<file path="config.mk">
export PLATFORM = sky130hd
export DESIGN_NAME = fma_pipe_ctrl
export DESIGN_NICKNAME = d
export VERILOG_FILES = /design/src/rtl/fma_pkg.sv /design/src/rtl/fma_stage_slot.sv /design/src/rtl/fma_pipe_ctrl.sv
export SDC_FILE = /design/constraint.sdc
export NUM_CORES = 1
export LEC_CHECK = 0
export BUFFER_PORTS_ARGS = -buffer_cell sky130_fd_sc_hd__buf_2
export CORE_MARGIN = 5
export CORE_UTILIZATION = 45
export CTS_CLUSTER_SIZE = 16
export DETAILED_ROUTE_END_ITERATION = 12
export PLACE_DENSITY = 0.68
export SETUP_SLACK_MARGIN = 0.3
export SLEW_MARGIN = 15
export SYNTH_ARGS = -nofsm -noshare
export SYNTH_HDL_FRONTEND = slang
export SYNTH_SLANG_ARGS = --single-unit
</file>
<file path="constraint.sdc">
create_clock -name clk -period 4.2 [get_ports clk]
set_input_delay 0.84 -clock clk [delete_from_list [all_inputs] [get_ports clk]]
set_output_delay 0.84 -clock clk [all_outputs]
set_load 0.02 [all_outputs]
</file>
<file path="src/rtl/fma_pkg.sv">
// Shared FMA encodings for the pipeline controller and the datapath it drives.
package fma_pkg;

  localparam logic [1:0] MODE_DP = 2'b11;
  localparam logic [1:0] MODE_SP = 2'b10;
  localparam logic [1:0] MODE_HP = 2'b01;

  localparam logic [1:0] PREC_DP = 2'b11;
  localparam logic [1:0] PREC_SP = 2'b10;
  localparam logic [1:0] PREC_HP = 2'b01;

  typedef enum logic [1:0] {
    OP_MUL = 2'b00,
    OP_SUB = 2'b01,
    OP_ADD = 2'b10,
    OP_FMA = 2'b11
  } fma_op_e;

  // A precision wider than the active datapath mode cannot be executed.
  function automatic logic prec_exceeds_mode(input logic [1:0] prec, input logic [1:0] mode);
    return prec > mode;
  endfunction

endpackage

</file>
<file path="src/rtl/fma_stage_slot.sv">
// One pipeline stage: valid bit plus {op, precision, lane_en}, loaded on advance,
// emptied when its contents move on with nothing behind, cleared by flush.
module fma_stage_slot #(
  parameter int LANES = 4
) (
  input  logic             clk,
  input  logic             rst,
  input  logic             adv,
  input  logic             drain,
  input  logic             flush,
  input  logic [1:0]       op_i,
  input  logic [1:0]       prec_i,
  input  logic [LANES-1:0] lane_i,
  output logic             valid_o,
  output logic [1:0]       op_o,
  output logic [1:0]       prec_o,
  output logic [LANES-1:0] lane_o
);

  logic             valid_q, valid_d;
  logic [1:0]       op_q, op_d;
  logic [1:0]       prec_q, prec_d;
  logic [LANES-1:0] lane_q, lane_d;

  always_comb begin
    valid_d = valid_q;
    op_d    = op_q;
    prec_d  = prec_q;
    lane_d  = lane_q;
    if (flush) begin
      valid_d = 1'b0;
    end else if (adv) begin
      valid_d = 1'b1;
      op_d    = op_i;
      prec_d  = prec_i;
      lane_d  = lane_i;
    end else if (drain) begin
      valid_d = 1'b0;
    end
  end

  always_ff @(posedge clk or negedge rst) begin
    if (!rst) begin
      valid_q <= 1'b0;
      op_q    <= '0;
      prec_q  <= '0;
      lane_q  <= '0;
    end else begin
      valid_q <= valid_d;
      op_q    <= op_d;
      prec_q  <= prec_d;
      lane_q  <= lane_d;
    end
  end

  assign valid_o = valid_q;
  assign op_o    = op_q;
  assign prec_o  = prec_q;
  assign lane_o  = lane_q;

endmodule

</file>
<file path="src/rtl/fma_pipe_ctrl.sv">
// Control for a STAGES-deep FMA datapath: per-stage enables with bubble collapse,
// mode-switch drain, precision rejection, flush and handshake counters.
module fma_pipe_ctrl
  import fma_pkg::*;
#(
  parameter int STAGES = 4,
  parameter int LANES  = 4,
  parameter int CNT_W  = 32
) (
  input  logic              clk,
  input  logic              rst,
  input  logic              in_valid,
  output logic              in_ready,
  input  logic [1:0]        in_mode,
  input  logic [1:0]        in_precision,
  input  logic [1:0]        in_op,
  input  logic [LANES-1:0]  in_lane_en,
  input  logic              flush,
  output logic [STAGES-1:0] stage_en,
  output logic [1:0]        cur_mode,
  output logic              out_valid,
  input  logic              out_ready,
  output logic [1:0]        out_op,
  output logic [1:0]        out_precision,
  output logic [LANES-1:0]  out_lane_en,
  output logic              err_prec,
  output logic              busy,
  output logic [CNT_W-1:0]  issued_cnt,
  output logic [CNT_W-1:0]  retired_cnt
);

  logic [STAGES-1:0] valid;
  logic [STAGES-1:0] take_out;
  logic [1:0]        op_s   [STAGES];
  logic [1:0]        prec_s [STAGES];
  logic [LANES-1:0]  lane_s [STAGES];

  logic             accept, prec_bad;
  logic [1:0]       cur_mode_q, cur_mode_d;
  logic             err_prec_q, err_prec_d;
  logic [CNT_W-1:0] issued_q, issued_d;
  logic [CNT_W-1:0] retired_q, retired_d;

  assign busy = |valid;

  // Enables resolve from the output stage backwards so a stage may refill in the
  // same cycle it hands its contents on.
  always_comb begin
    int unsigned k;
    stage_en = '0;
    take_out = '0;
    take_out[STAGES-1] = valid[STAGES-1] & out_ready & ~flush;
    for (int unsigned i = 0; i < STAGES - 1; i++) begin
      k = STAGES - 1 - i;
      stage_en[k]   = valid[k-1] & (~valid[k] | take_out[k]) & ~flush;
      take_out[k-1] = stage_en[k];
    end
    in_ready = rst & ~flush & (~valid[0] | take_out[0])
             & ~(busy & (in_mode != cur_mode_q));
    accept      = in_valid & in_ready;
    prec_bad    = accept & prec_exceeds_mode(in_precision, in_mode);
    stage_en[0] = accept & ~prec_bad;
  end

  always_comb begin
    cur_mode_d = accept ? in_mode : cur_mode_q;
    err_prec_d = err_prec_q | prec_bad;
    issued_d   = issued_q;
    retired_d  = retired_q;
    if (stage_en[0])        issued_d  = issued_q + CNT_W'(1);
    if (take_out[STAGES-1]) retired_d = retired_q + CNT_W'(1);
  end

  always_ff @(posedge clk or negedge rst) begin
    if (!rst) begin
      cur_mode_q <= MODE_DP;
      err_prec_q <= 1'b0;
      issued_q   <= '0;
      retired_q  <= '0;
    end else begin
      cur_mode_q <= cur_mode_d;
      err_prec_q <= err_prec_d;
      issued_q   <= issued_d;
      retired_q  <= retired_d;
    end
  end

  for (genvar k = 0; k < STAGES; k++) begin : g_stage
    logic [1:0]       op_in, prec_in;
    logic [LANES-1:0] lane_in;
    if (k == 0) begin : g_head
      assign op_in   = in_op;
      assign prec_in = in_precision;
      assign lane_in = in_lane_en;
    end else begin : g_body
      assign op_in   = op_s[k-1];
      assign prec_in = prec_s[k-1];
      assign lane_in = lane_s[k-1];
    end
    fma_stage_slot #(.LANES(LANES)) u_slot (
      .clk     (clk),
      .rst     (rst),
      .adv     (stage_en[k]),
      .drain   (take_out[k]),
      .flush   (flush),
      .op_i    (op_in),
      .prec_i  (prec_in),
      .lane_i  (lane_in),
      .valid_o (valid[k]),
      .op_o    (op_s[k]),
      .prec_o  (prec_s[k]),
      .lane_o  (lane_s[k])
    );
  end

  assign out_valid     = valid[STAGES-1];
  assign out_op        = op_s[STAGES-1];
  assign out_precision = prec_s[STAGES-1];
  assign out_lane_en   = lane_s[STAGES-1];
  assign cur_mode      = cur_mode_q;
  assign err_prec      = err_prec_q;
  assign issued_cnt    = issued_q;
  assign retired_cnt   = retired_q;

endmodule

</file>
==> flow_summary.ini, run 1 <==
[worst_setup_path]
worstSetupEndpointType = output port
slowest_delay_ns = 0.39
cp_slowest_cell = o21ai_0
cp_max_fo = 13
required_ns = 3.36
crit_type = input pin to output port
worstRegToRegCells = 5
crit_arrival_ns = 2.69
start_kind = input pin
path_common_cell = buf_2
crit_chain = buf_2 > inv_1 > ha_1 > nor2b_1 > o21ai_0 > nand3_2 > inv_2 > buf_2

[power]
fin_total_pwr_mw = 2.01
p_clk_share_pct = 29.9
switchingPower_uw = 580
combPwrFrac_pct = 12.0
powerDensity_nw_per_um2 = 375
peakVddDrop_v = 0.000306
p_int_mw = 1.43
switching_share_pct = 28.9
static-leakage-power_nw = 2.78
seq_power_share_pct = 58.1

[global_route]
grt_overflow = 0
grt_pass1_vias = 3315
grt_usage_pct = 16.3
grt_max_degree = 74
grt_pass1_wl_mm = 16.4
antenna_found_initial = 0

[synthesis]
synth_seq_cells = 103
synth_area_um2 = 4550
synth_top_family_by_area = simple AND/OR/NAND/NOR gates
seq_area_frac_synth_pct = 56.7
synth-xor-area-share_pct = 12.3
async_reset_ff_share_pct = 100
syn-instance-count = 404
syn-num-nets = 423
avgSynthCellArea_um2 = 11.3
synth_top_area_cell = dfrtp_1
synth-simple-area-share_pct = 19.2
synth_warnings = 0
synthAdderAreaFrac_pct = 1.10
yosys-mux-area-fraction_pct = 6.19
synth_compound_area_share_pct = 1.79
ys_types = 41
yosysTopAreaCellShare_pct = 55.6
yosys-top-cells-area = dfrtp_1 56%, xnor2_1 6.4%, mux2_2 6.2%
synth_edf_count = 0
ys.flop_type = dfrtp_1

[routing]
routed.top_layer = met4
drt_first_pass_iters = 4
via_count = 3207
met3_length_um = 483
detail_route.iter0.violations = 195
postRouteWirelength_mm = 9.47
final_antenna_net_count = 0
met2_length_mm = 4.38
wl_met1_mm = 4.45
vias_per_cell = 4.99
wire_per_inst_um = 14.7
drc_errors = 0

[timing]
post-route-min-period_ns = 3.53
finClkSkew_ns = 0.0145
fin_tns_setup_ns = 0
fin_crit_sh_pct = 83.9
setup_viol_count_final = 0
holdWs_ns = 0.471
slew_headroom_pct = 39.9
slew_violations = 0
max_freq_ghz = 0.284
fin_ws_ns = 0.674
tightest_slew_ns = 0.901
hold_violations = 0
rsz0062_at_grt = false

[run]
drv_cap = 0

[place]
port_buffers = 96
hpwlAfterDp_mm = 6.94
placed_area_um2 = 5160
globalplace.congestion = 0.799
dp_slack_ns = 0.693
dpl.cell_count = 627

[cts]
path_clk_slew_ns = 0.09
cts_made_buffers = 9
postCtsResizedCells = 0
numClockSinks = 103
cts_tree = done
htreeDepth = 3
insertion_delay_ns = 0.37
cts_hold_buf = 0
cts_setup_buffers = 0
cts_root_buffer = clkbuf_8
cts.path.max_buffers = 2

[finish]
multi_input_area_um2 = 1850
nFillCells = 923
postLayoutCoreUtil_pct = 54.4
seq_area_um2 = 2580
antenna_cells = 0
final_area_um2 = 5350
nets = 524
fin_cells = 643
drive_above_1_share_pct = 29.8
mostFrequentLayoutCell = dfrtp_1
area_growth_pct = 17.6
final_cell_mix = 101 x dfrtp_1, 95 x buf_2, 61 x nand2_1, 33 x xnor2_1, 31 x xor2_1

[floorplan]
die_w_um = 111
dieArea_um2 = 12200
io_pins = 97
die_h_um = 111
start_util_pct = 46.3
num_rows = 36
core-area_um2 = 9820

[hold_path]
hold_path.class = register to register
hold_depth = 1

[status]
status = complete, no violations
## layout make-up
type	instances	area share (%)
Clock buffer	9	2.32
Clock inverter	7	1.19
Inverter	16	1.12
Multi-Input combinational cell	276	34.5
Sequential cell	103	48.3
Tap cell	133	3.11
Timing Repair Buffer	99	9.45
## cells in the mapped netlist, drive strengths merged (3+ instances only)
cell	n
xor2	31
and3	4
nor3	22
nor4	7
nand3	24
nand2	61
nand4	15
inv	15
nor3b	4
nor2b	3
ha	4
buf	7
xnor2	33
nor2	22
dfrtp	101
o21ai	4
mux2	25
## flip-flops by register name, indices dropped and copies added (netlist names)
| signal | flops |
|---|---|
| cur_mode | 2 |
| err_prec | 1 |
| g_stage.u_slot.lane_o | 16 |
| g_stage.u_slot.op_o | 8 |
| g_stage.u_slot.prec_o | 8 |
| g_stage.u_slot.valid_o | 4 |
| issued_cnt | 32 |
| retired_cnt | 32 |
## worst max-delay path: cells and delay by family
kind,cells,cell delay [ns]
compound gates,1,0.39
simple gates,2,0.46
buf+inv,4,0.69
fa+ha+maj,1,0.30
## final timing paths
| check | start | to | slack [ns] |
|---|---|---|---|
| max in group asynchronous | rst | g_stage[0].u_slot.prec_o[1] | 2.46 |
| min reg2reg | err_prec | err_prec | 0.47 |
| max | in_mode[1] | stage_en[0] | 0.67 |
| max reg2reg | g_stage[3].u_slot.valid_o | issued_cnt[31] | 1.97 |
| min in group asynchronous | rst | issued_cnt[20] | 0.51 |
| min | err_prec | err_prec | 0.47 |
## metal layers
metal	GRT usage, %	vias up
met5	0	-
met1	21.9	1552
met2	25.5	74
met4	5.99	0
met3	4.16	13
li1	-	1568
## cell families after synthesis
family,Yosys count
simple gates,171
flops,103
xor+xnor,64
buf+inv,25
mux,25
compound gates,12
fa+ha+maj,4
## power groups by stage
stage                     clock network, mW  logic, mW  registers [mW]
after floorplan                           0      0.124            1.20
after global placement                    0      0.239            1.18
after detailed placement                  0      0.246            1.19
after CTS                             0.620      0.247            1.17
after global routing                  0.667      0.275            1.18
final                                 0.600      0.242            1.17
Note: power is estimated with default switching activity, not from simulation.
==> inputs of run 2 (changes only) <==
==> constraint.sdc (replaced) <==
create_clock -name clk -period 3.25 [get_ports clk]
set_input_delay 0.65 -clock clk [delete_from_list [all_inputs] [get_ports clk]]
set_output_delay 0.65 -clock clk [all_outputs]
set_load 0.02 [all_outputs]
==> flow_summary.ini, run 2 (same netlist as run 1, synthesis figures left out) <==
[place]
globalplace.congestion = 0.830
dpl.cell_count = 630
placed_area_um2 = 5180
dp_slack_ns = 0.603
port_buffers = 96
hpwlAfterDp_mm = 7.21

[global_route]
top_usage_layer = met2
grt_overflow = 0
grt_pass1_vias = 3197
grt_pass1_wl_mm = 16.5
use_met1_pct = 22.6
antenna_found_initial = 0
grt_util_met3_pct = 3.50
use_met2_pct = 25.8
grt_usage_pct = 16.3
grt_max_degree = 61

[cts]
cts_root_buffer = clkbuf_8
cts_hold_buf = 0
path_clk_slew_ns = 0.11
cts_made_buffers = 9
cts_setup_buffers = 0
postCtsResizedCells = 0
cts.path.max_buffers = 2
insertion_delay_ns = 0.37
htreeDepth = 3
numClockSinks = 103
cts_tree = done

[timing]
holdWs_ns = 0.374
tightest_slew_ns = 0.759
hold_violations = 0
post-route-min-period_ns = 2.64
slew_violations = 0
fin_crit_sh_pct = 81.4
finClkSkew_ns = 0.0146
fin_ws_ns = 0.605
rsz0062_at_grt = false
setup_viol_count_final = 0
slew_headroom_pct = 49.4
fin_tns_setup_ns = 0
max_freq_ghz = 0.378

[routing]
postRouteWirelength_mm = 9.60
via_count = 3233
final_antenna_net_count = 0
drt_first_pass_iters = 4
vias_per_cell = 5.00
drc_errors = 0
detail_route.iter0.violations = 99
wire_per_inst_um = 14.9

[finish]
area_growth_pct = 19.2
drive_above_1_share_pct = 30.2
postLayoutCoreUtil_pct = 55.2
nets = 527
antenna_cells = 0
fin_cells = 646
final_cell_mix = 101 x dfrtp_1, 95 x buf_2, 61 x nand2_1, 33 x xnor2_1, 31 x xor2_1
final_area_um2 = 5420
mostFrequentLayoutCell = dfrtp_1

[floorplan]
num_rows = 36
core-area_um2 = 9820
io_pins = 97
dieArea_um2 = 12200
start_util_pct = 46.3
die_w_um = 111
die_h_um = 111

[run]
drv_cap = 0

[power]
powerDensity_nw_per_um2 = 507
switchingPower_uw = 747
seq_power_share_pct = 54.8
peakVddDrop_v = 0.000466
switching_share_pct = 27.2
p_int_mw = 2.00
combPwrFrac_pct = 11.3
fin_total_pwr_mw = 2.75
p_clk_share_pct = 33.8
static-leakage-power_nw = 2.81

[worst_setup_path]
rrSetupSlack_ns = 1.17
start_kind = input pin
cp_slowest_cell = o21ai_0
crit_type = input pin to output port
timing.rr.end = issued_cnt[27]
rr_startpoint = g_stage[2].u_slot.valid_o
path_common_cell = buf_2
slowest_delay_ns = 0.35
crit_chain = buf_2 > inv_1 > ha_1 > nor2b_1 > o21ai_0 > nand3_2 > inv_2 > buf_2
worstRegToRegCells = 6
cp_max_fo = 3
crit_path_start = in_mode[1]
worstSetupEndpointType = output port
required_ns = 2.60
crit_arrival_ns = 1.99

[hold_path]
hold_path.class = input pin to async pin

[status]
status = complete, no violations
[run 2: changes by cell type in the layout (fill, tap and decap cells not counted), sizes merged]
| cell | previous run | this run |
|---|---|---|
| inv | 19 | 18 |
| buf | 99 | 102 |
| clkinv | 3 | 2 |
| bufinv | 0 | 2 |
[run 2: area by class of cell]
class	count	area, um^2
Tap cell	133	166
Fill cell	911	4400
Inverter	16	60.1
Clock buffer	9	124
Sequential cell	103	2580
Timing Repair Buffer	102	528
Clock inverter	7	115
Multi-Input combinational cell	276	1850
[run 2: worst max path at each step]
stage / cells past startpoint / endpoint / slack [ns]
floorplan: 8 / stage_en[0] / 0.57
global placement: 5 / stage_en[1] / 0.66
detailed placement: 8 / stage_en[0] / 0.60
CTS: 4 / stage_en[1] / 0.59
global route: 4 / stage_en[1] / 0.37
finish: 8 / stage_en[0] / 0.61
[run 2: power groups by stage]
stage	Combinational, mW	Sequential (mW)	Clock, mW
floorplan	0.160	1.56	0
global placement	0.309	1.53	0
detailed placement	0.318	1.53	0
CTS	0.318	1.51	0.957
global route	0.352	1.53	1.01
finish	0.312	1.51	0.930
[run 2: worst max-delay path: cells and delay by family]
| family | cells | cell delay, ns |
|---|---|---|
| buf+inv | 4 | 0.39 |
| compound gates | 1 | 0.35 |
| simple gates | 2 | 0.30 |
| fa+ha+maj | 1 | 0.30 |
[run 2: routing by layer]
metal,routed length (um),vias to the layer above
met3,432,7
met1,4540,1570
met2,4530,81
met5,0,-
met4,95,0
li1,-,1575
